`src/rtl/vga_sync_decoder.sv`:
```
// Recovers pixel coordinates from a VGA hsync/vsync/rgb stream and checks line/frame timing.
// Locks after two clean frame starts; any timing violation drops back to searching.
module vga_sync_decoder #(
    parameter int unsigned H_SYNC  = 96,
    parameter int unsigned H_BACK  = 40,
    parameter int unsigned H_LEFT  = 8,
    parameter int unsigned H_VALID = 640,
    parameter int unsigned H_TOTAL = 800,
    parameter int unsigned V_SYNC  = 2,
    parameter int unsigned V_BACK  = 25,
    parameter int unsigned V_TOP   = 8,
    parameter int unsigned V_VALID = 480,
    parameter int unsigned V_TOTAL = 525,
    parameter int unsigned POS_BIT = 10
) (
    input  logic               vga_clk,
    input  logic               rst,
    input  logic               hsync,
    input  logic               vsync,
    input  logic [11:0]        rgb,
    output logic               pix_valid,
    output logic [POS_BIT-1:0] pix_x,
    output logic [POS_BIT-1:0] pix_y,
    output logic [11:0]        pix_rgb,
    output logic               frame_start,
    output logic               locked,
    output logic               timing_err,
    output logic [7:0]         err_cnt,
    output logic [15:0]        frame_cnt
);

    localparam logic [10:0] HActLo    = 11'(H_SYNC + H_BACK + H_LEFT);
    localparam logic [10:0] HActHi    = 11'(H_SYNC + H_BACK + H_LEFT + H_VALID);
    localparam logic [10:0] HTotal    = 11'(H_TOTAL);
    localparam logic [10:0] HLast     = 11'(H_TOTAL - 1);
    localparam logic [10:0] HSyncLast = 11'(H_SYNC - 1);
    localparam logic [9:0]  VActLo    = 10'(V_SYNC + V_BACK + V_TOP);
    localparam logic [9:0]  VActHi    = 10'(V_SYNC + V_BACK + V_TOP + V_VALID);
    localparam logic [9:0]  VTotal    = 10'(V_TOTAL);
    localparam logic [9:0]  VLast     = 10'(V_TOTAL - 1);

    typedef enum logic [1:0] {StSearch, StTrack, StLocked} state_e;

    state_e state_q, state_d;

    logic              hs_q, vs_q, hs_prev_q, vs_hedge_q, vs_hedge_d;
    logic [11:0]       rgb_q;
    logic [10:0]       h_cnt_q, h_cnt_d;
    logic [9:0]        v_cnt_q, v_cnt_d;
    logic              hs_rise, hs_fall, fs, viol, active;
    logic              e1, e2, e3, e4, e5;

    logic               pix_valid_q, frame_start_q, locked_q, timing_err_q;
    logic [POS_BIT-1:0] pix_x_q, pix_y_q, pix_x_d, pix_y_d;
    logic [11:0]        pix_rgb_q;
    logic [7:0]         err_cnt_q, err_cnt_d;
    logic [15:0]        frame_cnt_q, frame_cnt_d;

    always_comb begin
        hs_rise = hs_q & ~hs_prev_q;
        hs_fall = ~hs_q & hs_prev_q;
        h_cnt_d = hs_rise ? 11'd0 : ((&h_cnt_q) ? h_cnt_q : h_cnt_q + 11'd1);

        // Frame start: vsync seen high at this hsync edge but low at the previous one
        fs         = hs_rise & vs_q & ~vs_hedge_q;
        vs_hedge_d = hs_rise ? vs_q : vs_hedge_q;
        v_cnt_d    = v_cnt_q;
        if (hs_rise) begin
            v_cnt_d = fs ? 10'd0 : ((&v_cnt_q) ? v_cnt_q : v_cnt_q + 10'd1);
        end

        e1   = hs_rise & (h_cnt_q != HLast);
        e2   = hs_fall & (h_cnt_q != HSyncLast);
        e3   = ~hs_rise & (h_cnt_d == HTotal);
        e4   = fs & (v_cnt_q != VLast);
        e5   = hs_rise & ~fs & (v_cnt_d == VTotal);
        viol = (e1 | e2 | e3 | e4 | e5) & (state_q != StSearch);

        state_d = state_q;
        unique case (state_q)
            StSearch: if (fs) state_d = StTrack;
            StTrack:  if (viol) state_d = StSearch;
                      else if (fs) state_d = StLocked;
            StLocked: if (viol) state_d = StSearch;
            default:  state_d = StSearch;
        endcase

        active = (h_cnt_d >= HActLo) && (h_cnt_d < HActHi) &&
                 (v_cnt_d >= VActLo) && (v_cnt_d < VActHi);
        pix_x_d = active ? POS_BIT'(h_cnt_d - HActLo) : '0;
        pix_y_d = active ? POS_BIT'(v_cnt_d - VActLo) : '0;

        err_cnt_d   = (viol && (err_cnt_q != 8'hFF)) ? err_cnt_q + 8'd1 : err_cnt_q;
        frame_cnt_d = (fs && (state_d == StLocked)) ? frame_cnt_q + 16'd1 : frame_cnt_q;
    end

    always_ff @(posedge vga_clk) begin
        if (rst) begin
            hs_q          <= 1'b0;
            vs_q          <= 1'b0;
            rgb_q         <= '0;
            hs_prev_q     <= 1'b0;
            vs_hedge_q    <= 1'b0;
            h_cnt_q       <= '0;
            v_cnt_q       <= '0;
            state_q       <= StSearch;
            pix_valid_q   <= 1'b0;
            pix_x_q       <= '0;
            pix_y_q       <= '0;
            pix_rgb_q     <= '0;
            frame_start_q <= 1'b0;
            locked_q      <= 1'b0;
            timing_err_q  <= 1'b0;
            err_cnt_q     <= '0;
            frame_cnt_q   <= '0;
        end else begin
            hs_q          <= hsync;
            vs_q          <= vsync;
            rgb_q         <= rgb;
            hs_prev_q     <= hs_q;
            vs_hedge_q    <= vs_hedge_d;
            h_cnt_q       <= h_cnt_d;
            v_cnt_q       <= v_cnt_d;
            state_q       <= state_d;
            pix_valid_q   <= active & (state_d == StLocked);
            pix_x_q       <= pix_x_d;
            pix_y_q       <= pix_y_d;
            pix_rgb_q     <= rgb_q;
            frame_start_q <= fs & (state_q != StSearch);
            locked_q      <= (state_d == StLocked);
            timing_err_q  <= viol;
            err_cnt_q     <= err_cnt_d;
            frame_cnt_q   <= frame_cnt_d;
        end
    end

    assign pix_valid   = pix_valid_q;
    assign pix_x       = pix_x_q;
    assign pix_y       = pix_y_q;
    assign pix_rgb     = pix_rgb_q;
    assign frame_start = frame_start_q;
    assign locked      = locked_q;
    assign timing_err  = timing_err_q;
    assign err_cnt     = err_cnt_q;
    assign frame_cnt   = frame_cnt_q;

endmodule

```
`config.mk`:
```
export PLATFORM = sky130hd
export DESIGN_NAME = vga_sync_decoder
export DESIGN_NICKNAME = d
export VERILOG_FILES = /design/src/rtl/vga_sync_decoder.sv
export SDC_FILE = /design/constraint.sdc
export NUM_CORES = 1
export LEC_CHECK = 0
export CAP_MARGIN = 20
export CORE_ASPECT_RATIO = 1.1
export CORE_MARGIN = 4
export CORE_UTILIZATION = 35
export CTS_CLUSTER_DIAMETER = 100
export DETAILED_ROUTE_END_ITERATION = 7
export SETUP_SLACK_MARGIN = 0.5
export SLEW_MARGIN = 20
export SYNTH_ARGS = -nofsm -noshare
export SYNTH_HDL_FRONTEND = slang
export SYNTH_SLANG_ARGS = --single-unit
```
`constraint.sdc`:
```
create_clock -name vga_clk -period 3.4 [get_ports vga_clk]
set_clock_uncertainty 0.1 [all_clocks]
set_input_delay 0.68 -clock vga_clk [delete_from_list [all_inputs] [get_ports vga_clk]]
set_output_delay 0.68 -clock vga_clk [all_outputs]
set_load 0.01 [all_outputs]
```
---- Yosys cells after proc, flatten, opt, wreduce, memory -nomap -nowiden ----
Index checks and enable logic that the tools add are counted.
word-level totals
  flip-flop bits (word level) ............. 99
  input bits .............................. 16
  output and inout port bits .............. 60
cells by class
  add/subtract/negate cells ............... 6
  $lt $le $gt $ge ......................... 4
  eq/ne operators ......................... 9
  mux-type cells .......................... 10
  bitwise logic cells ..................... 23
  reduce and logical (&&, ||, !) cells .... 10
operator list
  kind                                                                                   count
  10-bit 2-to-1 mux                                                                      3
  11-bit 2-to-1 mux                                                                      2
  16-bit by 1-bit adder with 16-bit output (second input constant)                       1
  1-bit AND                                                                              13
  11-bit by 1-bit adder with 11-bit output (second input constant)                       1
  11-bit by 10-bit equality test with 1-bit output (second input constant)               1
  11-bit by 8-bit greater-or-equal comparator with 1-bit output (second input constant)  1
  11-bit by 10-bit < comparator with 1-bit output (second input constant)                1
  11-bit by 10-bit inequality test with 1-bit output (second input constant)             1
  11-bit by 7-bit inequality test with 1-bit output (second input constant)              1
  11-bit AND reduction                                                                   1
  10-bit by 1-bit adder with 10-bit output (second input constant)                       1
  10-bit equality test (second input constant)                                           1
  10-bit by 6-bit greater-or-equal comparator with 1-bit output (second input constant)  1
  10-bit < comparator (second input constant)                                            1
  10-bit inequality test (second input constant)                                         1
  10-bit AND reduction                                                                   1
  10-bit by 6-bit subtractor with 10-bit output (second input constant)                  1
  10-bit by 8-bit subtractor with 10-bit output (second input constant)                  1
  8-bit by 1-bit adder with 8-bit output (second input constant)                         1
  2-bit 2-to-1 mux                                                                       4
  8-bit inequality test (second input constant)                                          1
  1-bit NOT                                                                              6
  2-bit one-hot mux with 3 select lines                                                  1
  7 further kinds                                                                        15

---- Depth between registers and ports, before layout ----
Gate-level depths: netlist of the first run.
  depth in word-level cells ............... 14
  gate-level depth with buffers ........... 14
  gate-level depth less buffers ........... 12

---- Worst setup path after synthesis of the first run ----
No wires, ideal clock.
  path kind ............................... reg-to-reg
  start ................................... reg hs_q
  end ..................................... reg pix_x_q[7], in the netlist pix_x[7]
  library setup time ...................... 117 ps
  arrival time ............................ 2781 ps
  required time ........................... 3183 ps
  setup slack ............................. 401 ps
  stages on the path, launching flop included .. 14
  clock period less this slack ............ 2999 ps
  cell sequence ........................... dfxtp_1 and2b_1 buf_6 clkbuf_1 o41ai_1 a32oi_1 inv_1 ha_1 nor4_1 nand3_1 mux2i_1 nand3_1 buf_2 nor2_1
on the way
  longest elaborated chain between the ends .. 10
  elaborated cells between the ends (all ways) .. 16
  classes of those cells .................. add/sub: 1; order compare: 4; mux: 3; bitwise: 4; reduce/logical: 4
ends and longest elaborated chain
  what                                                           RTL line  RTL
  from (decl)                                                    46        logic hs_q, vs_q, hs_prev_q, vs_hedge_q, vs_hedge_d;
  from (signal assigned)                                         117       hs_q <= hsync;
  1-bit AND *                                                    60        hs_rise = hs_q & ~hs_prev_q;
  1-bit AND (2 in series)                                        65        fs = hs_rise & vs_q & ~vs_hedge_q;
  10-bit 2-to-1 mux                                              69        v_cnt_d = fs ? 10'd0 : ((&v_cnt_q) ? v_cnt_q : v_cnt_q + 10'd1);
  10-bit 2-to-1 mux *                                            68        if (hs_rise) begin
  via v_cnt_d[1]                                                 49        logic [9:0] v_cnt_q, v_cnt_d;
  10-bit by 6-bit greater-or-equal comparator with 1-bit output  89        (v_cnt_d >= VActLo) && (v_cnt_d < VActHi);
  1-bit logical AND                                              88        active = (h_cnt_d >= HActLo) && (h_cnt_d < HActHi) &&
  1-bit logical AND *                                            89
  1-bit NOT (no source line) *                                   -
  2-bit OR reduction (no source line) *                          -
  to (signal assigned)                                           126       pix_x_q <= pix_x_d;
  to (decl)                                                      54        logic [POS_BIT-1:0] pix_x_q, pix_y_q, pix_x_d, pix_y_d;
Mark *: on every way through the listed nets, which the timed path passes. The rest lies on a longest branch.
A chain may end at the register's enable or synchronous reset.

---- Worst setup path after layout of the first run ----
  start ................................... reg v_cnt_q[1]
  end ..................................... reg frame_cnt_q[12], in the netlist frame_cnt[12]
on the way
  longest elaborated chain between the ends .. 12
  elaborated cells between the ends (all ways) .. 17
  classes of those cells .................. add/sub: 1; eq/ne: 3; mux: 6; bitwise: 5; reduce/logical: 2
ends and longest elaborated chain
  what                                        RTL line  RTL
  from (decl)                                 49
  from (signal assigned)                      123       v_cnt_q <= v_cnt_d;
  10-bit AND reduction *                      69
  10-bit 2-to-1 mux * (2 in series)           69
  10-bit 2-to-1 mux *                         68
  via v_cnt_d[0]                              49
  10-bit equality test *                      76        e5 = hs_rise & ~fs & (v_cnt_d == VTotal);
  1-bit AND *                                 76
  1-bit OR *                                  77        viol = (e1 | e2 | e3 | e4 | e5) & (state_q != StSearch);
  1-bit AND *                                 77
  2-bit 2-to-1 mux, on equally long branches  84, 82
  2-bit one-hot mux with 3 select lines *     80        unique case (state_q)
  2-bit equality test *                       94        frame_cnt_d = (fs && (state_d == StLocked)) ? frame_cnt_q + 16'd1 : frame_cnt_q;
  1-bit logical AND *                         94
  to (signal assigned)                        133       frame_cnt_q <= frame_cnt_d;
  to (decl)                                   57        logic [15:0] frame_cnt_q, frame_cnt_d;
Marks and branches as above.

==> flow_summary.yaml, run 1 <==
clock_tree:
  cts_tree: "built"
  cts_buffers: 9
  clkTransAtPathRegs_ns: 0.07
  cts.path.max_buffers: 2
  htreeDepth: 3
  cts_num_sinks: 99
  cts_root_buf: "clkbuf_16"
  clkLatencyLatePin_ns: 0.34
  hold_buffers: 0
sta:
  timing.final.ws_setup_ns: 0.496
  setup_viol: 0
  hold_ws_ns: 0.335
  fin_setup_tns_ns: 0
  fin_crit_sh: 0.854
  fmax_mhz: 344
  post-route-min-period_ns: 2.90
  worst_pin_slew_ns: 0.474
  slew_violations: 0
  rsz0062_at_grt: "yes"
  hold_viol: 0
  maxSlewHeadroom: 0.682
yosys:
  synth_top_flop_cell: "dfxtp_1"
  ys_seq_area_frac: 0.441
  synthDistinctLibCells: 76
  synth_nets: 513
  synth_edf_count: 0
  ys_seq_elements: 99
  synth-async-reset-ratio: 0
  syn_area_um2: 4490
  synth_area_per_cell_um2: 9.22
  syn_inst: 487
  yosys_warnings: 0
die:
  coreArea_um2: 12600
  die_w_um: 116
  rows: 43
  pin_count: 76
  fp.dieH_um: 127
  initial_utilization: 0.357
  die_area_um2: 14700
detailed_routing:
  routedWlPerCell_um: 15.0
  routedLengthMet1_um: 5140
  drc: 0
  routed.top_layer: "met4"
  drtAntennaViolNets: 0
  wl_met3_um: 508
  drtIter0Drc: 131
  met2_wirelength_um: 5600
  via_count: 3938
  firstDrtPassIters: 5
  totalWireLength_um: 11500
  routed_via_density: 5.14
outcome:
  outcome: "complete, no violations"
placed_design:
  gp_congestion: 0.858
  portBuffers: 75
  dpl_worst_slack_ns: 0.0833
  hpwlAfterDp_um: 7460
setup_path:
  max_stage_delay_ns: 0.52
  worst-path-max-fanout: 5
  crit_arrival_ns: 3.08
  critPathCaptureType: "register"
  crit_chain: "ha_4, nand2_4, or3_4, nand2_2, o21a_1, inv_2, ha_2, o2111a_1, nand3_4, buf_6, o2111ai_4, or4_4, a21oi_2"
  worstSetupPathType: "register to register"
  start_kind: "register"
  cp_slowest_cell: "or4_4"
  required_ns: 3.57
final_layout:
  area_delta_synth_final_pct: 41.7
  fillers: 1185
  diodes: 0
  drive_gt1_frac: 0.248
  layout.nets: 630
pwr:
  p_leak_nw: 2.34
  netSwitchingPower_mw: 0.548
  power_density_nw_per_um2: 400
  netSwitchingFraction: 0.215
  clkPwrFrac: 0.460
  p_seq_frac: 0.466
  p_comb_frac: 0.074
  peakVddDrop_mv: 0.276
  p_int_mw: 2.00
grt:
  grt_start_max_net_pins: 82
  track_usage: 0.148
  grt_first_pass_wirelength_um: 17800
  grt.overflow.total: 0
  antenna_found_initial: 0
  grt_pass1_vias: 3657
worst_hold_path:
  hp-class: "register to register"
flow_run:
  cap_violations: 0
[power groups by stage]
stage / registers (mW) / clock network, mW / logic [mW]
2_1_floorplan: 1.22 / 0 / 0.0832
3_3_place_gp: 1.22 / 0 / 0.133
3_5_place_dp: 1.22 / 0 / 0.133
4_1_cts: 1.19 / 1.20 / 0.147
5_1_grt: 1.19 / 1.25 / 0.203
6_report: 1.19 / 1.17 / 0.189
[cell usage after synthesis (4+ instances only)]
cell      instances  area share
inv_1            17       0.014
and3_1            6      0.0084
nor2_1           49       0.041
o21ai_0          15       0.017
nand4_1           7      0.0097
or2_2             4      0.0056
or4_1            10       0.017
dfxtp_1          99        0.44
nand3_1          20       0.022
o31ai_1           9       0.015
nor2b_1          34       0.047
and2_1            4      0.0056
clkbuf_1         10      0.0084
buf_6             6       0.015
xor2_1            9       0.018
xnor2_1          11       0.021
nor3_1           17       0.019
nand2_1          23       0.019
a21oi_1          27       0.030
a31oi_1           8       0.011
or3_1             9       0.013
ha_1             10       0.028
[area by class of cell]
cell class | count | area, um2 | area share
clock buffer | 9 | 225 | 0.0354
inverter | 17 | 63.8 | 0.0100
tap | 157 | 196 | 0.0309
clock inverter | 7 | 123 | 0.0193
sequential | 99 | 2020 | 0.317
multi-input combinational | 348 | 2530 | 0.398
timing repair buffer | 129 | 1210 | 0.189
[flip-flops by register name, summed over array words and instances (netlist names)]
signal / count
rgb_q: 12
frame_cnt: 16
pix_valid: 1
locked: 1
pix_x: 10
vs_q: 1
err_cnt: 8
v_cnt_q: 10
hs_q: 1
state_q: 2
hs_prev_q: 1
frame_start: 1
timing_err: 1
h_cnt_q: 11
pix_y: 10
pix_rgb: 12
vs_hedge_q: 1
[per-layer routing]
| metal | vias to the layer above | global-route usage |
|---|---|---|
| met4 | 0 | 0.0546 |
| met1 | 1846 | 0.197 |
| met3 | 17 | 0.0334 |
| met5 | - | 0 |
| met2 | 95 | 0.235 |
| li1 | 1980 | - |
[per-stage QoR]
step	cell area [um2]	utilization	instances	total power [mW]
2_1_floorplan	4510	-	487	1.30
6_report	6370	0.506	766	2.55
4_1_cts	5900	0.469	735	2.54
3_3_place_gp	5390	0.428	710	1.35
5_1_grt	6370	0.506	766	2.65
3_5_place_dp	5390	0.428	710	1.35
[kinds of logic (layout without fill, tap and decap cells)]
| logic type | Yosys count | count (layout) | synth area share |
|---|---|---|---|
| adder cells (fa/ha/maj) | 10 | 10 | 0.0279 |
| flip-flops | 99 | 99 | 0.441 |
| AO/OA/AOI/OAI | 97 | 98 | 0.154 |
| XOR/XNOR | 20 | 20 | 0.0390 |
| AND/OR/NAND/NOR | 214 | 214 | 0.269 |
| multiplexers | 6 | 6 | 0.0142 |
| buffers and inverters | 41 | 162 | 0.0540 |
[path summary, 6_finish.rpt]
kind / from / endpoint / slack [ns] / depth (start not counted)
max: v_cnt_q[1]$_SDFF_PP0_ / frame_cnt[12]$_SDFFE_PP0P_ / 0.50 / 13
min: rgb_q[7]$_SDFF_PP0_ / pix_rgb[7]$_SDFF_PP0_ / 0.33 / 1
max reg2reg: v_cnt_q[1]$_SDFF_PP0_ / frame_cnt[12]$_SDFFE_PP0P_ / 0.50 / 13
min reg2reg: rgb_q[7]$_SDFF_PP0_ / pix_rgb[7]$_SDFF_PP0_ / 0.33 / 1
[cells in the final DEF (no fill, tap or decap), types with 9 or more instances in the layout]
master and n:
nor3_1 15, or4_1 9, xor2_1 9, clkdlybuf4s50_1 74, a21oi_1 24, o21ai_0 15, clkbuf_16 9, nor2b_1 33
dfxtp_1 84, xnor2_1 10, inv_1 16, nand2_1 21, nand3_1 17, nor2_1 48, buf_4 44
[worst max-delay path, delay by kind of cell (launching register included)]
family	cells	cell delay [ns]
AO/OA/AOI/OAI	4	0.63
adder cells (fa/ha/maj)	2	0.33
flip-flops	1	0.38
buffers and inverters	2	0.19
AND/OR/NAND/NOR	5	1.21
[timing repair]
action | 4_1_cts | 5_1_grt
resized for setup | 20 | 62
cloned | 0 | 2
pin swaps | 7 | 29
setup endpoints to repair | 43 | 40
buffers inserted | 9 | 29
Power figures use the tool's default switching activity.
==> inputs of run 2 (changes only) <==
Settings changed: MAX_ROUTING_LAYER set to met4.
==> run 2 against run 1 <==
Net effect: combinational power is 14% lower; sequential share of layout area is 1.4 points higher; critical path depth is 3 lower; hold slack better by 0.0012 ns; power is 5.6% lower; first-iteration DRC count is 34% higher; cell count is 1.7% lower; register-to-register slack better by 0.03 ns; design area is 4.2% lower; global-route usage is 0.73 points higher; fmax is 1.1% higher; clock power is 9% lower.
==> flow_summary.yaml, run 2 (synthesis gave the netlist of run 1 again) <==
sta:
  timing.final.ws_setup_ns: 0.526
  worst_pin_slew_ns: 0.544
  slew_violations: 0
  fmax_mhz: 348
  rsz0062_at_grt: "yes"
  hold_viol: 0
  fin_crit_sh: 0.845
  fin_setup_tns_ns: 0
  post-route-min-period_ns: 2.87
  maxSlewHeadroom: 0.636
  setup_viol: 0
grt:
  met3_usage: 0.0344
  grt.overflow.total: 0
  grt_first_pass_wirelength_um: 18100
  track_usage: 0.156
  grt_start_max_net_pins: 82
  grt-busiest-layer: "met2"
  grt_pass1_vias: 3683
  grt.met2_usage: 0.246
  antenna_found_initial: 0
  use_met1: 0.199
detailed_routing:
  firstDrtPassIters: 6
  drtAntennaViolNets: 0
  routed_via_density: 5.20
  drc: 0
  totalWireLength_um: 11300
  routedWlPerCell_um: 15.0
  drtIter0Drc: 175
  via_count: 3917
final_layout:
  fillers: 1217
  final_cell_mix: "84 x dfxtp_1, 74 x clkdlybuf4s50_1, 49 x nor2_1"
  diodes: 0
  multi_input_area_um2: 2440
  area_delta_synth_final_pct: 35.8
  layout.nets: 617
  final_common_cell: "dfxtp_1"
  drive_gt1_frac: 0.213
  register_area_um2: 2020
  largest_reg_flops: 16
die:
  die_w_um: 116
  fp.dieH_um: 127
  die_area_um2: 14700
  coreArea_um2: 12600
  rows: 43
  pin_count: 76
  initial_utilization: 0.357
setup_path:
  crit_arrival_ns: 3.05
  critPathCaptureType: "register"
  worst-path-max-fanout: 8
  start_kind: "register"
  required_ns: 3.58
  worstSetupPathType: "register to register"
  r2r_cells: 10
  ff2ff_setup_slack_ns: 0.53
  r2r_start: "h_cnt_q[0]$_SDFF_PP0_"
  reg2reg_to: "frame_cnt[12]$_SDFFE_PP0P_"
clock_tree:
  hold_buffers: 0
  htreeDepth: 3
  cts_buffers: 9
  cts_root_buf: "clkbuf_16"
  cts.path.max_buffers: 2
  clkLatencyLatePin_ns: 0.34
  cts_tree: "built"
  cts_num_sinks: 99
  clkTransAtPathRegs_ns: 0.07
flow_run:
  cap_violations: 0
pwr:
  netSwitchingFraction: 0.235
  p_seq_frac: 0.493
  peakVddDrop_mv: 0.221
  power_density_nw_per_um2: 394
  netSwitchingPower_mw: 0.565
  p_comb_frac: 0.068
  p_leak_nw: 2.25
  p_int_mw: 1.84
  clkPwrFrac: 0.439
placed_design:
  dpl_worst_slack_ns: 0.0758
  gp_congestion: 0.844
  hpwlAfterDp_um: 7630
  portBuffers: 75
worst_hold_path:
  min_path_cells: 1
  hp-class: "register to register"
  hold_end: "pix_rgb[3]$_SDFF_PP0_"
  min_from: "rgb_q[3]$_SDFF_PP0_"
outcome:
  outcome: "complete, no violations"
[run 2: cell types whose count changed in the layout (fill, tap and decap cells not counted), sizes merged]
cell    previous run  this run
inv               19        20
o211ai             4         3
and3               7         8
bufinv             3         1
buf               55        42
clkinv             0         1
[run 2: what timing repair did]
item                                    in CTS  in global routing
setup buffers                                9                 16
gates resized for setup                     17                 39
cloned                                       0                  1
endpoints found under the setup margin      47                 43
pin swaps                                    6                 21
[run 2: worst max-delay path: stages (launching register included)]
cell	delay [ns]
dfxtp_4	0.38
ha_4	0.16
and3_4	0.22
o21ai_0	0.08
a31oi_1	0.25
inv_1	0.12
ha_1	0.25
a41oi_4	0.36
o2111ai_4	0.25
or4_4	0.53
a21oi_2	0.12
[run 2: cell type report]
cell class,instances,share of cell area
Sequential cell,99,0.331
Clock inverter,7,0.0135
Clock buffer,9,0.0369
Timing Repair Buffer,116,0.175
Multi-Input combinational cell,348,0.401
Tap cell,157,0.0322
Inverter,17,0.0105
[run 2: per-stage QoR]
stage	cells	instance area [um2]	hold slack, ns	power [mW]	util
floorplan	487	4510	0.314	1.30	-
global route	753	6100	0.357	2.49	0.485
global placement	711	5400	0.317	1.35	0.429
detailed placement	711	5400	0.325	1.35	0.429
CTS	736	5850	0.342	2.42	0.465
finish	753	6100	0.336	2.41	0.485
[run 2: worst max-delay path by stage]
stage                                       to  cells past startpoint                  start  slack, ns
floorplan              err_cnt[3]$_SDFFE_PP0P_                     12  v_cnt_q[0]$_SDFF_PP0_       0.52
global placement     frame_cnt[6]$_SDFFE_PP0P_                     10  h_cnt_q[0]$_SDFF_PP0_       0.22
detailed placement     err_cnt[5]$_SDFFE_PP0P_                     12  v_cnt_q[1]$_SDFF_PP0_       0.08
CTS                 frame_cnt[14]$_SDFFE_PP0P_                      9  h_cnt_q[0]$_SDFF_PP0_       0.49
global route        frame_cnt[12]$_SDFFE_PP0P_                     10  h_cnt_q[0]$_SDFF_PP0_       0.43
finish              frame_cnt[12]$_SDFFE_PP0P_                     10  h_cnt_q[0]$_SDFF_PP0_       0.53
[run 2: routing by layer]
layer	part of all wire	routed length [um]	up-vias
li1	-	-	1950
met1	0.45	5050	1838
met2	0.49	5550	117
met3	0.049	554	12
met4	0.011	124	0
met5	0	0	-
[run 2: power groups by stage]
stage          Combinational (mW)  Clock [mW]  Sequential (mW)
4_1_cts                     0.149        1.08             1.19
5_1_grt                     0.177        1.13             1.19
3_5_place_dp                0.135           0             1.22
3_3_place_gp                0.134           0             1.22
2_1_floorplan              0.0832           0             1.22
6_report                    0.163        1.06             1.19
==> inputs of run 3 (changes only) <==
Clock period 3.4 ns to 2.8 ns, I/O delays scaled along.
==> run 3 against run 2 <==
Net effect: the flow now finishes with violations (setup timing); combinational power up 69%; cell count up 6.6%; wire length up 9.3%; global-route usage up 1.4 points; die area unchanged; critical path depth up 3; sequential power up 21%; utilization up 6.3 points; flip-flop and latch count unchanged; highest routed layer unchanged.
==> flow_summary.yaml, run 3 (synthesis gave the netlist of run 1 again) <==
final_layout:
  final_cell_mix: "86 x dfxtp_1, 74 x clkdlybuf4s50_1, 70 x buf_4"
  final_area_um2: 6890
  final_common_cell: "dfxtp_1"
  multi_input_area_um2: 2770
  layout.nets: 667
  fillers: 1171
  drive_gt1_frac: 0.339
  register_area_um2: 2010
  diodes: 0
  area_delta_synth_final_pct: 53.4
  largest_reg_flops: 16
sta:
  fin_setup_tns_ns: -0.00369
  maxSlewHeadroom: 0.699
  post-route-min-period_ns: 2.80
  timing.final.ws_setup_ns: -0.00369
  worst_pin_slew_ns: 0.448
  fmax_mhz: 357
  setup_viol: 1
  rsz0062_at_grt: "yes"
  slew_violations: 0
  fin_crit_sh: 1.00
  hold_viol: 0
pwr:
  peakVddDrop_mv: 0.403
  power_density_nw_per_um2: 428
  p_leak_nw: 2.58
detailed_routing:
  totalWireLength_um: 12300
  routed_via_density: 5.14
  via_count: 4125
  drc: 0
  drtIter0Drc: 159
  firstDrtPassIters: 4
  routedWlPerCell_um: 15.4
  drtAntennaViolNets: 0
die:
  fp.dieH_um: 127
  die_area_um2: 14700
  rows: 43
  coreArea_um2: 12600
  die_w_um: 116
  initial_utilization: 0.357
  pin_count: 76
clock_tree:
  clkLatencyLatePin_ns: 0.35
  clkTransAtPathRegs_ns: 0.07
  cts_buffers: 9
  cts_root_buf: "clkbuf_16"
  cts_tree: "built"
  cts_num_sinks: 99
  cts.path.max_buffers: 2
  htreeDepth: 3
setup_path:
  worstSetupPathType: "register to register"
  ff2ff_setup_slack_ns: -0.004
  crit_top_cell: "ha_4"
  max_stage_delay_ns: 0.41
  r2r_cells: 13
  worst-path-max-fanout: 7
  required_ns: 2.98
  critPathCapture: "frame_cnt[5]$_SDFFE_PP0P_"
  startpoint: "v_cnt_q[0]$_SDFF_PP0_"
  start_kind: "register"
  crit_arrival_ns: 2.98
  crit_chain: "ha_4, nand2_4, o41ai_4, buf_4, a32oi_4, ha_4, o2111a_2, nand3_4, buf_12, o211ai_4, clkbuf_16, or4_1, a21oi_1"
  critPathCaptureType: "register"
  r2r_start: "v_cnt_q[0]$_SDFF_PP0_"
  reg2reg_to: "frame_cnt[5]$_SDFFE_PP0P_"
  cp_slowest_cell: "or4_1"
grt:
  grt.overflow.total: 0
  grt_pass1_vias: 4050
  grt_first_pass_wirelength_um: 19300
  track_usage: 0.169
  antenna_found_initial: 0
  grt_start_max_net_pins: 82
flow_run:
  cap_violations: 0
worst_hold_path:
  hp-class: "register to register"
outcome:
  violations: "setup timing"
  outcome: "finished, violations left"
placed_design:
  portBuffers: 75
  hpwlAfterDp_um: 8120
  gp_congestion: 0.901
  detailed_place.area_um2: 5880
## run 3: metal layers
metal	up-vias	share of wire	track usage	routed length [um]
met4	0	0.014	0.0614	178
met1	1937	0.45	0.208	5550
met2	116	0.49	0.272	6040
li1	2056	-	-	-
met3	16	0.046	0.0363	567
met5	-	0	-	0
## run 3: cell type report
type                    instances  share of cell area
well taps                     157              0.0285
inverters                      17             0.00962
flip-flops and latches         99               0.292
repair buffers                166               0.225
multi-input cells             348               0.402
clock inverters                 4             0.00436
clock buffers                  12              0.0389
## run 3: worst min-delay path by stage
stage | slack [ns] | from | end | cells past startpoint
after detailed placement | 0.32 | rgb_q[7]$_SDFF_PP0_ | pix_rgb[7]$_SDFF_PP0_ | 1
final | 0.34 | rgb_q[7]$_SDFF_PP0_ | pix_rgb[7]$_SDFF_PP0_ | 1
after global routing | 0.36 | rgb_q[2]$_SDFF_PP0_ | pix_rgb[2]$_SDFF_PP0_ | 1
after floorplan | 0.31 | rgb_q[0]$_SDFF_PP0_ | pix_rgb[0]$_SDFF_PP0_ | 1
after CTS | 0.34 | rgb_q[7]$_SDFF_PP0_ | pix_rgb[7]$_SDFF_PP0_ | 1
after global placement | 0.32 | rgb_q[5]$_SDFF_PP0_ | pix_rgb[5]$_SDFF_PP0_ | 1
## run 3: timing repair
item,CTS,global route
setup buffers,13,19
pin swaps,20,22
gates cloned,1,3
resized for setup,24,78
hold buffers,0,0
setup endpoints to repair,49,49
## run 3: per-stage QoR
stage	setup slack [ns]	hold WS, ns	power [mW]	utilization	std cells
floorplan	0.152	0.314	1.59	-	487
global placement	0.0232	0.319	1.67	0.467	751
detailed placement	-0.0158	0.321	1.67	0.467	751
CTS	0.0544	0.336	2.93	0.507	781
global route	-0.0947	0.363	3.07	0.547	803
finish	-0.00369	0.337	2.95	0.547	803
## run 3: worst max-delay path, delay by kind of cell, from the launching register on
family | cells | cell delay (ns)
buffers and inverters | 3 | 0.50
adder cells (fa/ha/maj) | 2 | 0.33
flip-flops | 1 | 0.37
AO/OA/AOI/OAI | 5 | 0.82
AND/OR/NAND/NOR | 3 | 0.60
## run 3: power breakdown
group | switching [mW] | total (mW) | internal [mW]
registers | 0.0130 | 1.44 | 1.43
logic | 0.128 | 0.275 | 0.148
clock network | 0.548 | 1.23 | 0.685
total | 0.688 | 2.95 | 2.26
